## src/rtl/alu_seq64_if.sv

```systemverilog
// alu_seq64_if: bundles the request channel, response channel and ALU pins
// of the 64-bit sequencer. The slave modport is the sequencer's view; the
// master modport is the view of whatever surrounds it (decode/ALU/consumer).
interface alu_seq64_if #(
   parameter int WORD_W = 32
);
   logic                  req_valid;
   logic                  req_ready;
   logic [2:0]            req_op;
   logic [2*WORD_W-1:0]   req_a;
   logic [2*WORD_W-1:0]   req_b;

   logic                  rsp_valid;
   logic                  rsp_ready;
   logic [2*WORD_W-1:0]   rsp_data;
   logic                  rsp_cout;

   logic [WORD_W-1:0]     alu_a;
   logic [WORD_W-1:0]     alu_b;
   logic [2:0]            alu_control;
   logic [WORD_W-1:0]     alu_dout;
   logic                  alu_cout;

   modport slave (
      input  req_valid, req_op, req_a, req_b, rsp_ready, alu_dout, alu_cout,
      output req_ready, rsp_valid, rsp_data, rsp_cout, alu_a, alu_b, alu_control
   );

   modport master (
      output req_valid, req_op, req_a, req_b, rsp_ready, alu_dout, alu_cout,
      input  req_ready, rsp_valid, rsp_data, rsp_cout, alu_a, alu_b, alu_control
   );
endinterface

```

## src/rtl/alu_seq64.sv

```systemverilog
// alu_seq64: drives an external 32-bit combinational ALU over several
// cycles to execute one 64-bit operation. The low half runs first, then the
// high half; for ADD a low-half carry is folded in with an extra increment
// pass on the high result. At most one operation is in flight.
//
// Optional feature macro: ALU_SEQ_STATS_EN
//   When defined, adds op_count (completed response handshakes, 32 bits)
//   and inc_count (entries into the increment pass, 16 bits), both wrapping.
//
// Every output is a flop; the next-value logic looks ahead at the next
// state, so the ALU pins never see a combinational path from req_*.
module alu_seq64 #(
   parameter int         WORD_W = 32,
   parameter logic [2:0] ADD_OP = 3'b000
) (
   input  logic        clk,
   input  logic        rst_n,
   alu_seq64_if.slave  bus
`ifdef ALU_SEQ_STATS_EN
   ,
   output logic [31:0] op_count,
   output logic [15:0] inc_count
`endif
);

   localparam int DW = 2 * WORD_W;
   localparam logic [WORD_W-1:0] W_ZERO = {WORD_W{1'b0}};
   localparam logic [WORD_W-1:0] W_ONE  = {{(WORD_W-1){1'b0}}, 1'b1};
   localparam logic [DW-1:0]     D_ZERO = {DW{1'b0}};

   typedef enum logic [2:0] {
      IDLE = 3'd0,
      LO   = 3'd1,
      HI   = 3'd2,
      INC  = 3'd3,
      DONE = 3'd4
   } state_t;

   state_t              state;
   state_t              state_nx;

   // captured request and intermediate results
   logic [2:0]          op_q;
   logic [2:0]          op_nx;
   logic [DW-1:0]       a_q;
   logic [DW-1:0]       a_nx;
   logic [DW-1:0]       b_q;
   logic [DW-1:0]       b_nx;
   logic [WORD_W-1:0]   res_lo_q;
   logic [WORD_W-1:0]   res_lo_nx;
   logic [WORD_W-1:0]   res_hi_q;
   logic [WORD_W-1:0]   res_hi_nx;
   logic                carry_q;
   logic                carry_nx;
   logic                hcout_q;
   logic                hcout_nx;
   logic                fcout_q;
   logic                fcout_nx;

   // registered outputs
   logic                req_ready_q;
   logic                req_ready_nx;
   logic                rsp_valid_q;
   logic                rsp_valid_nx;
   logic [DW-1:0]       rsp_data_q;
   logic [DW-1:0]       rsp_data_nx;
   logic                rsp_cout_q;
   logic                rsp_cout_nx;
   logic [WORD_W-1:0]   alu_a_q;
   logic [WORD_W-1:0]   alu_a_nx;
   logic [WORD_W-1:0]   alu_b_q;
   logic [WORD_W-1:0]   alu_b_nx;
   logic [2:0]          alu_ctl_q;
   logic [2:0]          alu_ctl_nx;

   // Next state and the datapath registers written in each state.
   always_comb begin
      state_nx  = state;
      op_nx     = op_q;
      a_nx      = a_q;
      b_nx      = b_q;
      res_lo_nx = res_lo_q;
      res_hi_nx = res_hi_q;
      carry_nx  = carry_q;
      hcout_nx  = hcout_q;
      fcout_nx  = fcout_q;
      case (state)
         IDLE: begin
            if (bus.req_valid) begin
               op_nx    = bus.req_op;
               a_nx     = bus.req_a;
               b_nx     = bus.req_b;
               state_nx = LO;
            end else begin
               state_nx = IDLE;
            end
         end
         LO: begin
            res_lo_nx = bus.alu_dout;
            carry_nx  = bus.alu_cout;
            state_nx  = HI;
         end
         HI: begin
            res_hi_nx = bus.alu_dout;
            hcout_nx  = bus.alu_cout;
            // Only ADD chains the low carry; other ops keep halves independent.
            if ((op_q == ADD_OP) && carry_q) begin
               state_nx = INC;
            end else begin
               fcout_nx = bus.alu_cout;
               state_nx = DONE;
            end
         end
         INC: begin
            res_hi_nx = bus.alu_dout;
            // The high pass and the +1 pass cannot both carry, so OR is exact.
            fcout_nx  = hcout_q | bus.alu_cout;
            state_nx  = DONE;
         end
         DONE: begin
            if (bus.rsp_ready) begin
               state_nx = IDLE;
            end else begin
               state_nx = DONE;
            end
         end
         default: begin
            state_nx = IDLE;
         end
      endcase
   end

   // Output values for the state being entered, so the flops present them
   // for the whole of that state.
   always_comb begin
      req_ready_nx = 1'b0;
      rsp_valid_nx = 1'b0;
      rsp_data_nx  = D_ZERO;
      rsp_cout_nx  = 1'b0;
      alu_a_nx     = W_ZERO;
      alu_b_nx     = W_ZERO;
      alu_ctl_nx   = 3'b000;
      case (state_nx)
         IDLE: begin
            req_ready_nx = 1'b1;
         end
         LO: begin
            alu_a_nx   = a_nx[WORD_W-1:0];
            alu_b_nx   = b_nx[WORD_W-1:0];
            alu_ctl_nx = op_nx;
         end
         HI: begin
            alu_a_nx   = a_nx[DW-1:WORD_W];
            alu_b_nx   = b_nx[DW-1:WORD_W];
            alu_ctl_nx = op_nx;
         end
         INC: begin
            alu_a_nx   = res_hi_nx;
            alu_b_nx   = W_ONE;
            alu_ctl_nx = ADD_OP;
         end
         DONE: begin
            rsp_valid_nx = 1'b1;
            rsp_data_nx  = {res_hi_nx, res_lo_nx};
            rsp_cout_nx  = fcout_nx;
         end
         default: begin
            req_ready_nx = 1'b0;
         end
      endcase
   end

   // State, datapath and output registers; reset discards any in-flight op.
   always_ff @(posedge clk or negedge rst_n) begin
      if (!rst_n) begin
         state       <= IDLE;
         op_q        <= 3'b000;
         a_q         <= D_ZERO;
         b_q         <= D_ZERO;
         res_lo_q    <= W_ZERO;
         res_hi_q    <= W_ZERO;
         carry_q     <= 1'b0;
         hcout_q     <= 1'b0;
         fcout_q     <= 1'b0;
         req_ready_q <= 1'b1;
         rsp_valid_q <= 1'b0;
         rsp_data_q  <= D_ZERO;
         rsp_cout_q  <= 1'b0;
         alu_a_q     <= W_ZERO;
         alu_b_q     <= W_ZERO;
         alu_ctl_q   <= 3'b000;
      end else begin
         state       <= state_nx;
         op_q        <= op_nx;
         a_q         <= a_nx;
         b_q         <= b_nx;
         res_lo_q    <= res_lo_nx;
         res_hi_q    <= res_hi_nx;
         carry_q     <= carry_nx;
         hcout_q     <= hcout_nx;
         fcout_q     <= fcout_nx;
         req_ready_q <= req_ready_nx;
         rsp_valid_q <= rsp_valid_nx;
         rsp_data_q  <= rsp_data_nx;
         rsp_cout_q  <= rsp_cout_nx;
         alu_a_q     <= alu_a_nx;
         alu_b_q     <= alu_b_nx;
         alu_ctl_q   <= alu_ctl_nx;
      end
   end

   assign bus.req_ready   = req_ready_q;
   assign bus.rsp_valid   = rsp_valid_q;
   assign bus.rsp_data    = rsp_data_q;
   assign bus.rsp_cout    = rsp_cout_q;
   assign bus.alu_a       = alu_a_q;
   assign bus.alu_b       = alu_b_q;
   assign bus.alu_control = alu_ctl_q;

`ifdef ALU_SEQ_STATS_EN
   logic rsp_fire;
   logic inc_entry;

   assign rsp_fire  = (state == DONE) && bus.rsp_ready;
   assign inc_entry = (state == HI) && (state_nx == INC);

   // Completed-handshake and increment-pass counters, both free-wrapping.
   always_ff @(posedge clk or negedge rst_n) begin
      if (!rst_n) begin
         op_count  <= 32'd0;
         inc_count <= 16'd0;
      end else begin
         if (rsp_fire) begin
            op_count <= op_count + 32'd1;
         end else begin
            op_count <= op_count;
         end
         if (inc_entry) begin
            inc_count <= inc_count + 16'd1;
         end else begin
            inc_count <= inc_count;
         end
      end
   end
`endif

endmodule

```

## src/flat_wrapper.sv

```systemverilog
// flat-port wrapper written by rule: the top's interface ports become plain ports
module alu_seq64_flat 
#(
   parameter int         WORD_W = 32,
   parameter logic [2:0] ADD_OP = 3'b000
)
  (clk, rst_n, bus_req_valid, bus_req_op, bus_req_a, bus_req_b, bus_rsp_ready, bus_alu_dout, bus_alu_cout, bus_req_ready, bus_rsp_valid, bus_rsp_data, bus_rsp_cout, bus_alu_a, bus_alu_b, bus_alu_control);
  alu_seq64_if #(.WORD_W(WORD_W)) bus_i ();
  input  logic clk;
  input  logic rst_n;
  input wire logic [$bits(bus_i.req_valid)-1:0] bus_req_valid;
  input wire logic [$bits(bus_i.req_op)-1:0] bus_req_op;
  input wire logic [$bits(bus_i.req_a)-1:0] bus_req_a;
  input wire logic [$bits(bus_i.req_b)-1:0] bus_req_b;
  input wire logic [$bits(bus_i.rsp_ready)-1:0] bus_rsp_ready;
  input wire logic [$bits(bus_i.alu_dout)-1:0] bus_alu_dout;
  input wire logic [$bits(bus_i.alu_cout)-1:0] bus_alu_cout;
  output wire logic [$bits(bus_i.req_ready)-1:0] bus_req_ready;
  output wire logic [$bits(bus_i.rsp_valid)-1:0] bus_rsp_valid;
  output wire logic [$bits(bus_i.rsp_data)-1:0] bus_rsp_data;
  output wire logic [$bits(bus_i.rsp_cout)-1:0] bus_rsp_cout;
  output wire logic [$bits(bus_i.alu_a)-1:0] bus_alu_a;
  output wire logic [$bits(bus_i.alu_b)-1:0] bus_alu_b;
  output wire logic [$bits(bus_i.alu_control)-1:0] bus_alu_control;
  assign bus_i.req_valid = bus_req_valid;
  assign bus_i.req_op = bus_req_op;
  assign bus_i.req_a = bus_req_a;
  assign bus_i.req_b = bus_req_b;
  assign bus_i.rsp_ready = bus_rsp_ready;
  assign bus_i.alu_dout = bus_alu_dout;
  assign bus_i.alu_cout = bus_alu_cout;
  assign bus_req_ready = bus_i.req_ready;
  assign bus_rsp_valid = bus_i.rsp_valid;
  assign bus_rsp_data = bus_i.rsp_data;
  assign bus_rsp_cout = bus_i.rsp_cout;
  assign bus_alu_a = bus_i.alu_a;
  assign bus_alu_b = bus_i.alu_b;
  assign bus_alu_control = bus_i.alu_control;
  alu_seq64 #(.WORD_W(WORD_W), .ADD_OP(ADD_OP)) u_core (.clk(clk), .rst_n(rst_n), .bus(bus_i));
endmodule
```

## config.mk

```make
export PLATFORM = sky130hd
export DESIGN_NAME = alu_seq64_flat
export DESIGN_NICKNAME = d
export VERILOG_FILES = /design/src/rtl/alu_seq64_if.sv /design/src/rtl/alu_seq64.sv /design/src/flat_wrapper.sv
export SDC_FILE = /design/constraint.sdc
export NUM_CORES = 1
export LEC_CHECK = 0
export CAP_MARGIN = 20
export CELL_PAD_IN_SITES_DETAIL_PLACEMENT = 0
export CELL_PAD_IN_SITES_GLOBAL_PLACEMENT = 1
export CORE_MARGIN = 4
export CORE_UTILIZATION = 36
export DETAILED_ROUTE_END_ITERATION = 6
export GPL_ROUTABILITY_DRIVEN = 0
export PLACE_DENSITY = 0.87
export SYNTH_ARGS = -nofsm -noshare
export SYNTH_HDL_FRONTEND = slang
export SYNTH_SLANG_ARGS = --single-unit
```

## constraint.sdc

```tcl
create_clock -name clk -period 2.2 [get_ports clk]
set_input_delay 0.33 -clock clk [delete_from_list [all_inputs] [get_ports clk]]
set_output_delay 0.33 -clock clk [all_outputs]
set_load 0.02 [all_outputs]
```

=== Yosys cells after proc, flatten, opt, wreduce, memory -nomap -nowiden ===
Cells that the tools add are included.

* Word-level logic and storage cells: 52
* Bits of input ports: 168
* Memory bits (writable): 0
* Bits in registers: 335
* Output and inout bits: 134
* Bits in latches: 0
* Memories: 0
* Memory bits (read-only): 0

* Equality and inequality tests: 8
* Shift-type cells: 0
* Muxes and demuxes: 21
* Bitwise gates (word level): 1
* Multipliers: 0
* $add $sub $neg: 0
* Order comparisons: 0
* Div/mod/pow operators: 0
* Reduce and logical (&&, ||, !) cells: 6

{| class="wikitable"
|+ Operators by type and width
! cell !! count
|-
| 2-to-1 mux 64 bit || 5
|-
| case mux 32 bit (3 select lines) || 2
|-
| 2-to-1 mux 32 bit || 2
|-
| 2-to-1 mux 3 bit || 5
|-
| case mux 3 bit (5 select lines) || 1
|-
| equality test 3 x 2 -> 1 bit (second input constant) || 4
|-
| zero test 3 bit || 3
|-
| equality test 3 x 1 -> 1 bit (second input constant) || 2
|-
| equality test 3 bit (second input constant) || 2
|-
| 2-to-1 mux 1 bit || 5
|-
| OR reduction 2 bit || 2
|-
| case mux 1 bit (2 select lines) || 1
|-
| logical AND 1 bit || 1
|-
| OR 1 bit || 1
|}

=== Logic depth before layout (Yosys ltp) ===
* Word-level depth: 7
* Depth in mapped cells: 6
* Depth with buffers taken out: 4

=== Worst setup path before layout ===
Ideal clock, no wire load.

* Path kind: register -> register
* Start point: reg u_core.op_q[1]
* End point: reg u_core.alu_a_q[10] (netlist: u_core.bus.alu_a[10])
* Cell stages (with the launch flop): 6
* Setup time: 80 ps
* Path slack: 483 ps
* Clock period less this slack: 1,717 ps
* Arrival time: 1,637 ps
* Path buffers: 2
* Required time: 2,120 ps
* Cells stage by stage: dfrtp_1 > or4b_4 > or3_1 > buf_6 > buf_8 > o211ai_2

* Cells in the longest elaborated chain, start to end: 6
* Elaborated cells on any way between the ends: 8
* Those cells by class: eq/ne (3); mux (3); reduce/logical (2)

{| class="wikitable"
|+ RTL lines
! what !! line !! RTL
|-
| start, declared || alu_seq64.sv:43 || <nowiki>logic [2:0] op_q;</nowiki>
|-
| start signal, assigned || alu_seq64.sv:194 || <nowiki>op_q <= op_nx;</nowiki>
|-
| zero test 3 bit (*) || alu_seq64.sv:107 || <nowiki>if ((op_q == ADD_OP) && carry_q) begin</nowiki>
|-
| logical AND 1 bit (*) || alu_seq64.sv:107 ||
|-
| 2-to-1 mux 3 bit (*) || alu_seq64.sv:107 ||
|-
| case mux 3 bit (5 select lines) (*) || alu_seq64.sv:87 || <nowiki>case (state)</nowiki>
|-
| equality test 3 x 2 -> 1 bit / equality test 3 x 1 -> 1 bit (equally long branches) || alu_seq64.sv:143 || <nowiki>case (state_nx)</nowiki>
|-
| case mux 32 bit (3 select lines) (*) || alu_seq64.sv:143 ||
|-
| net u_core.alu_a_nx[10] || alu_seq64.sv:70 || <nowiki>logic [WORD_W-1:0] alu_a_nx;</nowiki>
|-
| end signal, assigned || alu_seq64.sv:206 || <nowiki>alu_a_q <= alu_a_nx;</nowiki>
|-
| end, declared || alu_seq64.sv:69 || <nowiki>logic [WORD_W-1:0] alu_a_q;</nowiki>
|}

Mark *: on every way through the listed nets, which the timed path passes. The rest lies on a longest branch.
A chain may end at the register's enable or synchronous reset.

=== Worst setup path in the final report ===
* Start point: reg u_core.req_ready_q (netlist: u_core.bus.req_ready)
* End point: out bus_req_ready

{| class="wikitable"
|+ RTL lines
! what !! line !! RTL
|-
| start, declared || alu_seq64.sv:61 || <nowiki>logic req_ready_q;</nowiki>
|-
| start signal, assigned || alu_seq64.sv:202 || <nowiki>req_ready_q <= req_ready_nx;</nowiki>
|-
| end, declared || flat_wrapper.sv:18 || <nowiki>output wire logic [$bits(bus_i.req_ready)-1:0] bus_req_ready;</nowiki>
|}

No word-level cell between the ends.

==> impl_metrics.csv <==
group,metric,value,unit
logic_synthesis,synth_cell_type_count,30,
logic_synthesis,synth_seq_cells,271,
sta,setup_viol,0,
sta,worst_pin_slew,579,ps
finish,layout_commonest_cell,"clkdlybuf4s50_1",
sta,rsz0062_at_grt,"false",
clocking,cts_buffer_depth,3,
sta,fmax,498,MHz
setup_path,crit_buf_inv,1,
logic_synthesis,synth_cells,849,
setup_path,slowest_stage,"clkdlybuf4s50_1",
finish,n_antenna_cell,0,
logic_synthesis,synth_area_leaders,"dfrtp_1 67%, nand2_1 8.4%, mux2_2 4.1%",
floorplanning,rows,61,
place,portBuffers,301,
clocking,htreeDepth,1,
global_route,grt_pass1_vias,7680,
logic_synthesis,syn_nets,1017,
clocking,cts_tree,"done",
hold_path,hp-class,"primary input to flop",
sta,hold_violations,0,
setup_path,crit_chain,"clkdlybuf4s50_1",
setup_path,crit_fanout,1,
global_route,overflow,0,
logic_synthesis,synth_area_leader_cell,"dfrtp_1",
logic_synthesis,ys_seq_area_share,66.9,%
drt,first_pass_iters,5,
job,maxCapViolations,0,
clocking,cts.sinks,271,
setup_path,startpoint_type,"flop",
floorplanning,die_y,176,µm
setup_path,crit_family,"buffers and inverters",
setup_path,critical_path_class,"flop to output pin",
global_route,grt_pass1_wl,42.7,mm
drt,wl_per_cell,17.7,µm
finish,layout-drive-gt1-share,12.4,%
place,dpl_cell_area,13600,µm²
drt,drtIter0Drc,437,
sta,skew,6.84,ps
setup_path,worstPathArrival,1680,ps
floorplanning,die_w,176,µm
drt,drc_errors,0,
floorplanning,start_util,36.5,%
clocking,numCtsBuffers,29,
floorplanning,io-pin-count,302,
drt,via_per_inst,4.68,
clocking,clk_pin_slew_worst_paths,60,ps
global_route,grtUsageTotal,17.3,%
finish,final_area,14600,µm²
logic_synthesis,synth_top_cell_area_share,66.6,%
clocking,clkLatencyLatePin,530,ps
floorplanning,die_area,30900,µm²
place,post-dp-hpwl,19.1,mm
pwr,irDropWorstVdd,0.000823,V
logic_synthesis,yosysWarnings,0,
drt,ant_nets,0,
clocking,cts_resized,0,
floorplanning,core_area,27800,µm²
sta,slew_headroom,61.4,%
finish,nets,1312,
logic_synthesis,syn_area,10100,µm²
sta,fin_crit,2010,ps
run_status,outcome,"complete, no violations",
pwr,power_density,1530,nW/µm²
setup_path,r2r_setup_slack,290,ps
clocking,postCtsSetupBuffers,0,
clocking,root_buffer,"clkbuf_16",
drt,vias,7225,
finish,final_cell_mix,"300 x clkdlybuf4s50_1, 269 x dfrtp_1, 227 x nand2_1",
clocking,hold_buffers,1,
sta,tns,0,ps
setup_path,worstPathRequired,1870,ps
sta,drv_slew,0,
finish,area_delta_synth_final,43.6,%
global_route,grt_max_degree,63,
global_route,grt_antenna_before_repair,1,
logic_synthesis,syn_avg_cell_area,11.9,µm²
setup_path,cpPeakStageDelay,640,ps
pwr,p_leak,6.86,nW
drt,routed_wirelength,27.3,mm
sta,fin_crit_sh,91.3,%
setup_path,worstSetupEndpointType,"output pin",
## cell usage after synthesis (all sizes together)
library cell,instances
o21ai,2
nor2b,35
dfrtp,270
buf,33
nor4,1
o211ai,32
nand2b,1
or4b,1
nor3,1
mux2,37
a21boi,2
o41a,1
nand2,228
nor2,35
and3,1
clkbuf,31
dfstp,1
or3,1
inv,35
nand3,34
mux2i,32
nor4b,3
nand3b,1
a32o,31
## cell type report
type / instances / area, µm²
clock inverters: 11 / 91.3
clock buffers: 42 / 825
inverters: 35 / 131
repair buffers: 328 / 3320
well taps: 378 / 473
flip-flops and latches: 271 / 6780
fillers: 2410 / 13200
multi-input cells: 479 / 2930
## metal layers
layer | wire, µm | global-route usage, % | part of all wire, % | up-vias
li1 | - | - | - | 3361
met1 | 11100 | 21.9 | 41 | 3550
met2 | 12900 | 28.4 | 47 | 254
met3 | 2270 | 5.32 | 8.3 | 58
met4 | 1020 | 5.69 | 3.7 | 2
met5 | 8 | 0 | 0.029 | -
## stage by stage
stage	hold WS, ps	cells	worst slack (ps)	utilization, %	power, W
2_1_floorplan	34.4	849	483	-	0.0136
3_3_place_gp	321	1490	277	49.1	0.0175
3_5_place_dp	320	1490	187	49.1	0.0178
4_1_cts	285	1544	151	52.4	0.0225
5_1_grt	295	1544	149	52.4	0.0236
6_report	316	1544	191	52.4	0.0222
## worst paths after layout
path	startpoint	endpoint	depth (start not counted)
setup / recovery	u_core.bus.req_ready	bus_req_ready	1
hold / removal	bus_req_b[61]	u_core.b_q[61]	3
setup reg to reg	u_core.op_q[1]	u_core.bus.alu_a[21]	4
hold reg to reg	u_core.a_q[58]	u_core.a_q[58]	2
max in group asynchronous	rst_n	u_core.bus.req_ready	3
min in group asynchronous	rst_n	u_core.bus.rsp_data[50]	2
## report_power, final
part           switching, W  internal [W]
logic               0.00525       0.00414
registers          0.000877       0.00733
clock network       0.00190       0.00271
total               0.00803        0.0142
## flip-flops by register name, summed over array words and instances, names as in the netlist
| name | flops |
|---|---|
| u_core.res_lo_q | 32 |
| u_core.op_q | 3 |
| u_core.hcout_q | 1 |
| u_core.bus.rsp_data | 64 |
| u_core.bus.rsp_valid | 1 |
| u_core.b_q | 32 |
| u_core.state | 3 |
| u_core.carry_q | 1 |
| u_core.bus.alu_b | 32 |
| u_core.bus.alu_a | 32 |
| u_core.bus.rsp_cout | 1 |
| u_core.res_hi_q | 32 |
| u_core.a_q | 32 |
| u_core.bus.alu_control | 3 |
| u_core.bus.req_ready | 1 |
| u_core.fcout_q | 1 |
## cells by family after synthesis
kind of cell           after synthesis  share of synthesized area, %
and+or+nand+nor                    342                          14.3
DFF                                271                          66.9
AOI/OAI and AO/OA                   68                          7.13
muxes                               69                          7.27
buffers and inverters               99                          4.36
Note: power is estimated with default switching activity, not from simulation.
